$ cat src/rtl/cla_nibble_seq_if.sv
// Start/done handshake, operands and result/flag bus between the ALU control
// path (master) and the nibble-serial add/sub controller (slave).
interface cla_nibble_seq_if #(
    parameter int WIDTH = 32
);
    logic             start;
    logic             sub;
    logic [WIDTH-1:0] a;
    logic [WIDTH-1:0] b;
    logic             ready;
    logic             busy;
    logic             done;
    logic [WIDTH-1:0] sum;
    logic             cout;
    logic             ovf;
    logic             zero;

    modport master (
        output start, sub, a, b,
        input  ready, busy, done, sum, cout, ovf, zero
    );

    modport slave (
        input  start, sub, a, b,
        output ready, busy, done, sum, cout, ovf, zero
    );
endinterface

$ cat src/rtl/cla_nibble_seq.sv
// WIDTH-bit add/subtract sequenced through one external 4-bit CLA slice,
// one nibble per cycle, LSB first, carry chained through a register.
module cla_nibble_seq #(
    parameter int WIDTH = 32,
    parameter int NIB   = WIDTH / 4
) (
    input  logic                   clk,
    input  logic                   reset,
    cla_nibble_seq_if.slave        bus,
    output logic [3:0]             slice_a,
    output logic [3:0]             slice_b,
    output logic                   slice_cin,
    input  logic [3:0]             slice_s,
    input  logic                   slice_cout
);
    localparam int IDXW = (NIB > 1) ? $clog2(NIB) : 1;
    localparam logic [IDXW-1:0] LAST_IDX = IDXW'(NIB - 1);

    typedef enum logic [1:0] {
        IDLE = 2'd0,
        RUN  = 2'd1,
        DONE = 2'd2
    } state_t;

    state_t           state_reg,  state_next;
    logic [IDXW-1:0]  idx_reg,    idx_next;
    logic             carry_reg,  carry_next;
    logic [WIDTH-1:0] a_reg,      a_next;
    logic [WIDTH-1:0] beff_reg,   beff_next;
    logic [WIDTH-1:0] sum_reg,    sum_next;
    logic             cout_reg,   cout_next;
    logic             ovf_reg,    ovf_next;
    logic             zero_reg,   zero_next;

    // Nibble views of the latched operands, selected by idx during RUN.
    logic [3:0] a_nib    [NIB];
    logic [3:0] beff_nib [NIB];

    generate
        for (genvar gi = 0; gi < NIB; gi++) begin : g_nib
            assign a_nib[gi]    = a_reg[4*gi +: 4];
            assign beff_nib[gi] = beff_reg[4*gi +: 4];
        end
    endgenerate

    always_ff @(posedge clk) begin
        if (reset) begin
            state_reg <= IDLE;
            idx_reg   <= '0;
            carry_reg <= 1'b0;
            a_reg     <= '0;
            beff_reg  <= '0;
            sum_reg   <= '0;
            cout_reg  <= 1'b0;
            ovf_reg   <= 1'b0;
            zero_reg  <= 1'b0;
        end else begin
            state_reg <= state_next;
            idx_reg   <= idx_next;
            carry_reg <= carry_next;
            a_reg     <= a_next;
            beff_reg  <= beff_next;
            sum_reg   <= sum_next;
            cout_reg  <= cout_next;
            ovf_reg   <= ovf_next;
            zero_reg  <= zero_next;
        end
    end

    always_comb begin
        state_next = state_reg;
        idx_next   = idx_reg;
        carry_next = carry_reg;
        a_next     = a_reg;
        beff_next  = beff_reg;
        sum_next   = sum_reg;
        cout_next  = cout_reg;
        ovf_next   = ovf_reg;
        zero_next  = zero_reg;

        case (state_reg)
            IDLE: begin
                if (bus.start) begin
                    a_next     = bus.a;
                    beff_next  = bus.sub ? ~bus.b : bus.b;
                    carry_next = bus.sub;
                    idx_next   = '0;
                    state_next = RUN;
                end
            end
            RUN: begin
                sum_next[{idx_reg, 2'b00} +: 4] = slice_s;
                carry_next = slice_cout;
                if (idx_reg == LAST_IDX) begin
                    // Flags see the fully assembled sum, last nibble included.
                    cout_next  = slice_cout;
                    zero_next  = (sum_next == '0);
                    ovf_next   = (a_reg[WIDTH-1] == beff_reg[WIDTH-1]) &&
                                 (sum_next[WIDTH-1] != a_reg[WIDTH-1]);
                    state_next = DONE;
                end else begin
                    idx_next = idx_reg + 1'b1;
                end
            end
            DONE: begin
                state_next = IDLE;
            end
            default: begin
                state_next = IDLE;
            end
        endcase
    end

    always_comb begin
        slice_a   = 4'd0;
        slice_b   = 4'd0;
        slice_cin = 1'b0;
        if (state_reg == RUN) begin
            slice_a   = a_nib[idx_reg];
            slice_b   = beff_nib[idx_reg];
            slice_cin = carry_reg;
        end
    end

    assign bus.ready = (state_reg == IDLE);
    assign bus.busy  = (state_reg == RUN);
    assign bus.done  = (state_reg == DONE);
    assign bus.sum   = sum_reg;
    assign bus.cout  = cout_reg;
    assign bus.ovf   = ovf_reg;
    assign bus.zero  = zero_reg;
endmodule

$ cat src/flat_wrapper.sv
// flat-port wrapper written by rule: the top's interface ports become plain ports
module cla_nibble_seq_flat 
#(
    parameter int WIDTH = 32,
    parameter int NIB   = WIDTH / 4
)
  (clk, reset, slice_a, slice_b, slice_cin, slice_s, slice_cout, bus_start, bus_sub, bus_a, bus_b, bus_ready, bus_busy, bus_done, bus_sum, bus_cout, bus_ovf, bus_zero);
  cla_nibble_seq_if #(.WIDTH(WIDTH)) bus_i ();
  input  logic clk;
  input  logic reset;
  output logic [3:0] slice_a;
  output logic [3:0] slice_b;
  output logic slice_cin;
  input  logic [3:0] slice_s;
  input  logic slice_cout;
  input wire logic [$bits(bus_i.start)-1:0] bus_start;
  input wire logic [$bits(bus_i.sub)-1:0] bus_sub;
  input wire logic [$bits(bus_i.a)-1:0] bus_a;
  input wire logic [$bits(bus_i.b)-1:0] bus_b;
  output wire logic [$bits(bus_i.ready)-1:0] bus_ready;
  output wire logic [$bits(bus_i.busy)-1:0] bus_busy;
  output wire logic [$bits(bus_i.done)-1:0] bus_done;
  output wire logic [$bits(bus_i.sum)-1:0] bus_sum;
  output wire logic [$bits(bus_i.cout)-1:0] bus_cout;
  output wire logic [$bits(bus_i.ovf)-1:0] bus_ovf;
  output wire logic [$bits(bus_i.zero)-1:0] bus_zero;
  assign bus_i.start = bus_start;
  assign bus_i.sub = bus_sub;
  assign bus_i.a = bus_a;
  assign bus_i.b = bus_b;
  assign bus_ready = bus_i.ready;
  assign bus_busy = bus_i.busy;
  assign bus_done = bus_i.done;
  assign bus_sum = bus_i.sum;
  assign bus_cout = bus_i.cout;
  assign bus_ovf = bus_i.ovf;
  assign bus_zero = bus_i.zero;
  cla_nibble_seq #(.WIDTH(WIDTH), .NIB(NIB)) u_core (.clk(clk), .reset(reset), .bus(bus_i), .slice_a(slice_a), .slice_b(slice_b), .slice_cin(slice_cin), .slice_s(slice_s), .slice_cout(slice_cout));
endmodule
$ cat config.mk
export PLATFORM = sky130hd
export DESIGN_NAME = cla_nibble_seq_flat
export DESIGN_NICKNAME = d
export VERILOG_FILES = /design/src/rtl/cla_nibble_seq_if.sv /design/src/rtl/cla_nibble_seq.sv /design/src/flat_wrapper.sv
export SDC_FILE = /design/constraint.sdc
export NUM_CORES = 1
export LEC_CHECK = 0
export ABC_AREA = 1
export CAP_MARGIN = 10
export CELL_PAD_IN_SITES_DETAIL_PLACEMENT = 0
export CELL_PAD_IN_SITES_GLOBAL_PLACEMENT = 2
export CORE_ASPECT_RATIO = 1.1
export CORE_MARGIN = 4
export CORE_UTILIZATION = 28
export DETAILED_ROUTE_END_ITERATION = 10
export GPL_TIMING_DRIVEN = 0
export PLACE_DENSITY_LB_ADDON = 0.1
export SETUP_SLACK_MARGIN = 0.1
export SKIP_LAST_GASP = 1
export SLEW_MARGIN = 15
export SYNTH_ARGS = -nofsm -noshare
export SYNTH_HDL_FRONTEND = slang
export SYNTH_SLANG_ARGS = --single-unit
$ cat constraint.sdc
create_clock -name clk -period 2.82 [get_ports clk]
set_clock_uncertainty 0.1 [all_clocks]
set_input_delay 0.282 -clock clk [delete_from_list [all_inputs] [get_ports clk]]
set_output_delay 0.282 -clock clk [all_outputs]
set_load 0.05 [all_outputs]
==> out/qor.csv <==
stage;metric;value;unit
synth;syn_area_per_cell;7.057;um2
flow_run;max-cap-violations;0;
synth;synth_edf_count;0;
detailed_routing;first_pass_iters;4;
floorplanning;num_io_pins;120;
worst_setup_path;rr_startpoint;u_core.idx_reg[2];
floorplanning;start_util;28.44;%
power_and_ir_drop;power_density;568.3;nW/um2
final_layout;fin_cells;1153;
sta;setup_viol;0;
worst_setup_path;setup.worst_path.start_class;register;
synth;synth_top_family_by_area;simple AND/OR/NAND/NOR gates;
sta;maxSlewViolCount;0;
worst_setup_path;rrSetupSlack;290;ps
clocking;htreeDepth;3;
min_path;whs_path_depth;4;
outcome;outcome;complete, no violations;
sta;tns;0;ps
worst_setup_path;slowest_delay;420;ps
sta;fin_crit;2628;ps
synth;ys_seq_area_share;38.83;%
power_and_ir_drop;irDropWorstVdd;275.9;uV
clocking;cts-buffers-inserted;9;
synth;synthAdderAreaFrac;1.156;%
clocking;clk_latency;350;ps
synth;synthXorXnorAreaFrac;5.178;%
floorplanning;die_area;21620;um2
power_and_ir_drop;p_comb_share;26.6;%
placed_design;dp.cells;1131;
clocking;cts_sinks;105;
synth;syn-num-nets;845;
power_and_ir_drop;clkPwrFrac;33.3;%
sta;slew_headroom;60.65;%
placed_design;numPortBuffers;117;
sta;hold_viol_final;0;
detailed_routing;wl_per_cell;16.05;um
final_layout;final_cell_mix;138 x nor2_1, 108 x clkdlybuf4s50_1, 103 x dfxtp_1;
worst_setup_path;critPathSlowestCell;buf_1;
worst_setup_path;cp-startpoint;u_core.idx_reg[0];
floorplanning;core_area;19030;um2
power_and_ir_drop;seqPwrFrac;40.1;%
final_layout;finish.utilization;38.70;%
final_layout;fin_nets;980;
detailed_routing;drc;0;
power_and_ir_drop;power.internal;2.802;mW
clocking;cts-root-buf;clkbuf_16;
final_layout;final_common_cell;nor2_1;
worst_setup_path;endpoint_kind;output pin;
synth;muxShareOfSynthArea;0;%
power_and_ir_drop;p_leak;3.100;nW
worst_setup_path;path_cells;buf_6, buf_4, buf_1, o21ai_0, a31oi_1, clkdlybuf4s15_2;
detailed_routing;num_vias;5423;
worst_setup_path;cp.arrival;2250;ps
synth;async_flop_share;0;%
floorplanning;die_x;140.6;um
synth;ys_ff_latch;105;
worst_setup_path;crit_type;register to output pin;
synth;postSynthCellCount;767;
synth;synthSimpleGateAreaFrac;23.42;%
detailed_routing;antenna_left;0;
floorplanning;rows;53;
placed_design;dp_hpwl;14.26;mm
worst_setup_path;reg2reg_depth;14;
grt;overflow;0;
grt;antenna_found_initial;0;
clocking;cts_tree;done;
sta;fin_crit_sh;93.18;%
clocking;cts.path.max_buffers;2;
final_layout;drive_gt1_share;8.830;%
floorplanning;die_h;153.8;um
sta;fmax;380.6;MHz
final_layout;insertedDiodeCount;0;
clocking;clk_pin_slew_worst_paths;70;ps
grt;grt_use_total;16.76;%
synth;syn-cell-area;5413;um2
worst_setup_path;path_max_fanout;10;
grt;grt_pass1_vias;5286;
worst_setup_path;r2r_end;u_core.bus.zero;
synth;synthFlopType;dfxtp_1;
detailed_routing;drt-vias-per-instance;4.703;
min_path;min_path_type;primary input to register;
worst_setup_path;crit_end;slice_a[2];
power_and_ir_drop;swShare;33.05;%
sta;rsz0062_at_grt;yes;
sta;tightest_slew;590.3;ps
power_and_ir_drop;power_switching;1.384;mW
final_layout;fillCellCount;2005;
final_layout;area_growth;36.08;%
grt;grt_max_degree;20;
worst_setup_path;required;2440;ps
synth;synth-compound-area-share;20.85;%
synth;ys_warn_count;0;
synth;synth_cell_types;34;
grt;grt_pass1_wl;28.28;mm
detailed_routing;drt-total-wl;18.51;mm
detailed_routing;drtIter0Drc;283;
placed_design;place.gp.congestion;0.8619;
cell families after synthesis:
kind of cell,count (synthesis)
AOI/OAI and AO/OA,200
adders and majority gates,5
xor gates and xnor gates,32
buffers and inverters,139
DFF,105
and+or+nand+nor,286
cells in the mapped netlist (3+ instances only):
library cell | n | share of area [%]
nor2_1 | 140 | 9.7
dfxtp_1 | 105 | 39
o21ai_0 | 101 | 9.3
nand2_1 | 85 | 5.9
inv_1 | 82 | 5.7
a21oi_1 | 40 | 3.7
clkbuf_1 | 34 | 2.4
nand3_1 | 30 | 2.8
o211ai_1 | 23 | 3.2
xor2_1 | 17 | 2.8
nand4_1 | 16 | 1.8
a211oi_1 | 15 | 2.1
xnor2_1 | 15 | 2.4
buf_2 | 9 | 0.83
a31oi_1 | 8 | 0.92
buf_1 | 5 | 0.35
ha_1 | 5 | 1.2
nand3_4 | 4 | 1.3
o21ai_1 | 4 | 0.37
o22ai_1 | 4 | 0.46
buf_6 | 3 | 0.62
inv_2 | 3 | 0.21
nand2_2 | 3 | 0.35
nor2_2 | 3 | 0.35
timing repair:
item                       CTS  global route
gates resized for setup     53            15
pin swaps                    0             5
setup buffers                0             8
hold buffers                 0             0
setup endpoints to repair   14             9
layer usage:
metal / track usage, % / up-vias / wire (um)
met2: 29.27 / 122 / 9146
met5: 0 / - / 0
met4: 7.245 / 0 / 527
li1: - / 2796 / -
met3: 2.302 / 29 / 706
met1: 20.53 / 2476 / 8130
power groups by stage:
| stage | clock network, mW | registers, mW | logic [mW] |
|---|---|---|---|
| 2_1_floorplan | 0 | 1.83 | 0.573 |
| 3_3_place_gp | 0 | 1.71 | 1.09 |
| 3_5_place_dp | 0 | 1.72 | 1.09 |
| 4_1_cts | 1.42 | 1.68 | 1.11 |
| 5_1_grt | 1.48 | 1.70 | 1.23 |
| 6_report | 1.39 | 1.68 | 1.11 |
through the flow:
| step | area (um2) | total power [mW] | hold slack (ps) | worst slack, ps |
|---|---|---|---|---|
| detailed placement | 6893 | 2.810 | 348.2 | -289.2 |
| floorplan | 5413 | 2.404 | 316.9 | 156.6 |
| global route | 7366 | 4.397 | 307.9 | 86.79 |
| CTS | 7267 | 4.211 | 283.8 | 116.7 |
| finish | 7366 | 4.186 | 287.6 | 192.3 |
| global placement | 6893 | 2.799 | 341.9 | -202.5 |
worst max-delay path, delay by kind of cell (launching register included):
kind,cells,cell delay (ps)
DFF,1,340
AOI/OAI and AO/OA,2,480
buffers and inverters,4,1070
area by class of cell:
class | count | area, um2 | area share, %
multi-input cells | 523 | 2781 | 37.76
clock buffers | 9 | 225.2 | 3.058
inverters | 87 | 346.6 | 4.705
clock inverters | 6 | 92.59 | 1.257
well taps | 247 | 309.0 | 4.196
plain buffers | 51 | 271.5 | 3.686
flip-flops and latches | 105 | 2105 | 28.57
repair buffers | 125 | 1235 | 16.77
worst min-delay path by stage:
stage,startpoint,end,slack [ps]
floorplan,slice_cout,u_core.bus.cout,320
global placement,u_core.beff_reg[27],u_core.beff_reg[27],340
detailed placement,u_core.beff_reg[23],u_core.beff_reg[23],350
CTS,reset,u_core.bus.sum[31],280
global route,reset,u_core.bus.sum[8],310
finish,reset,u_core.bus.sum[30],290
No activity file was read; power rests on OpenSTA's default activity.
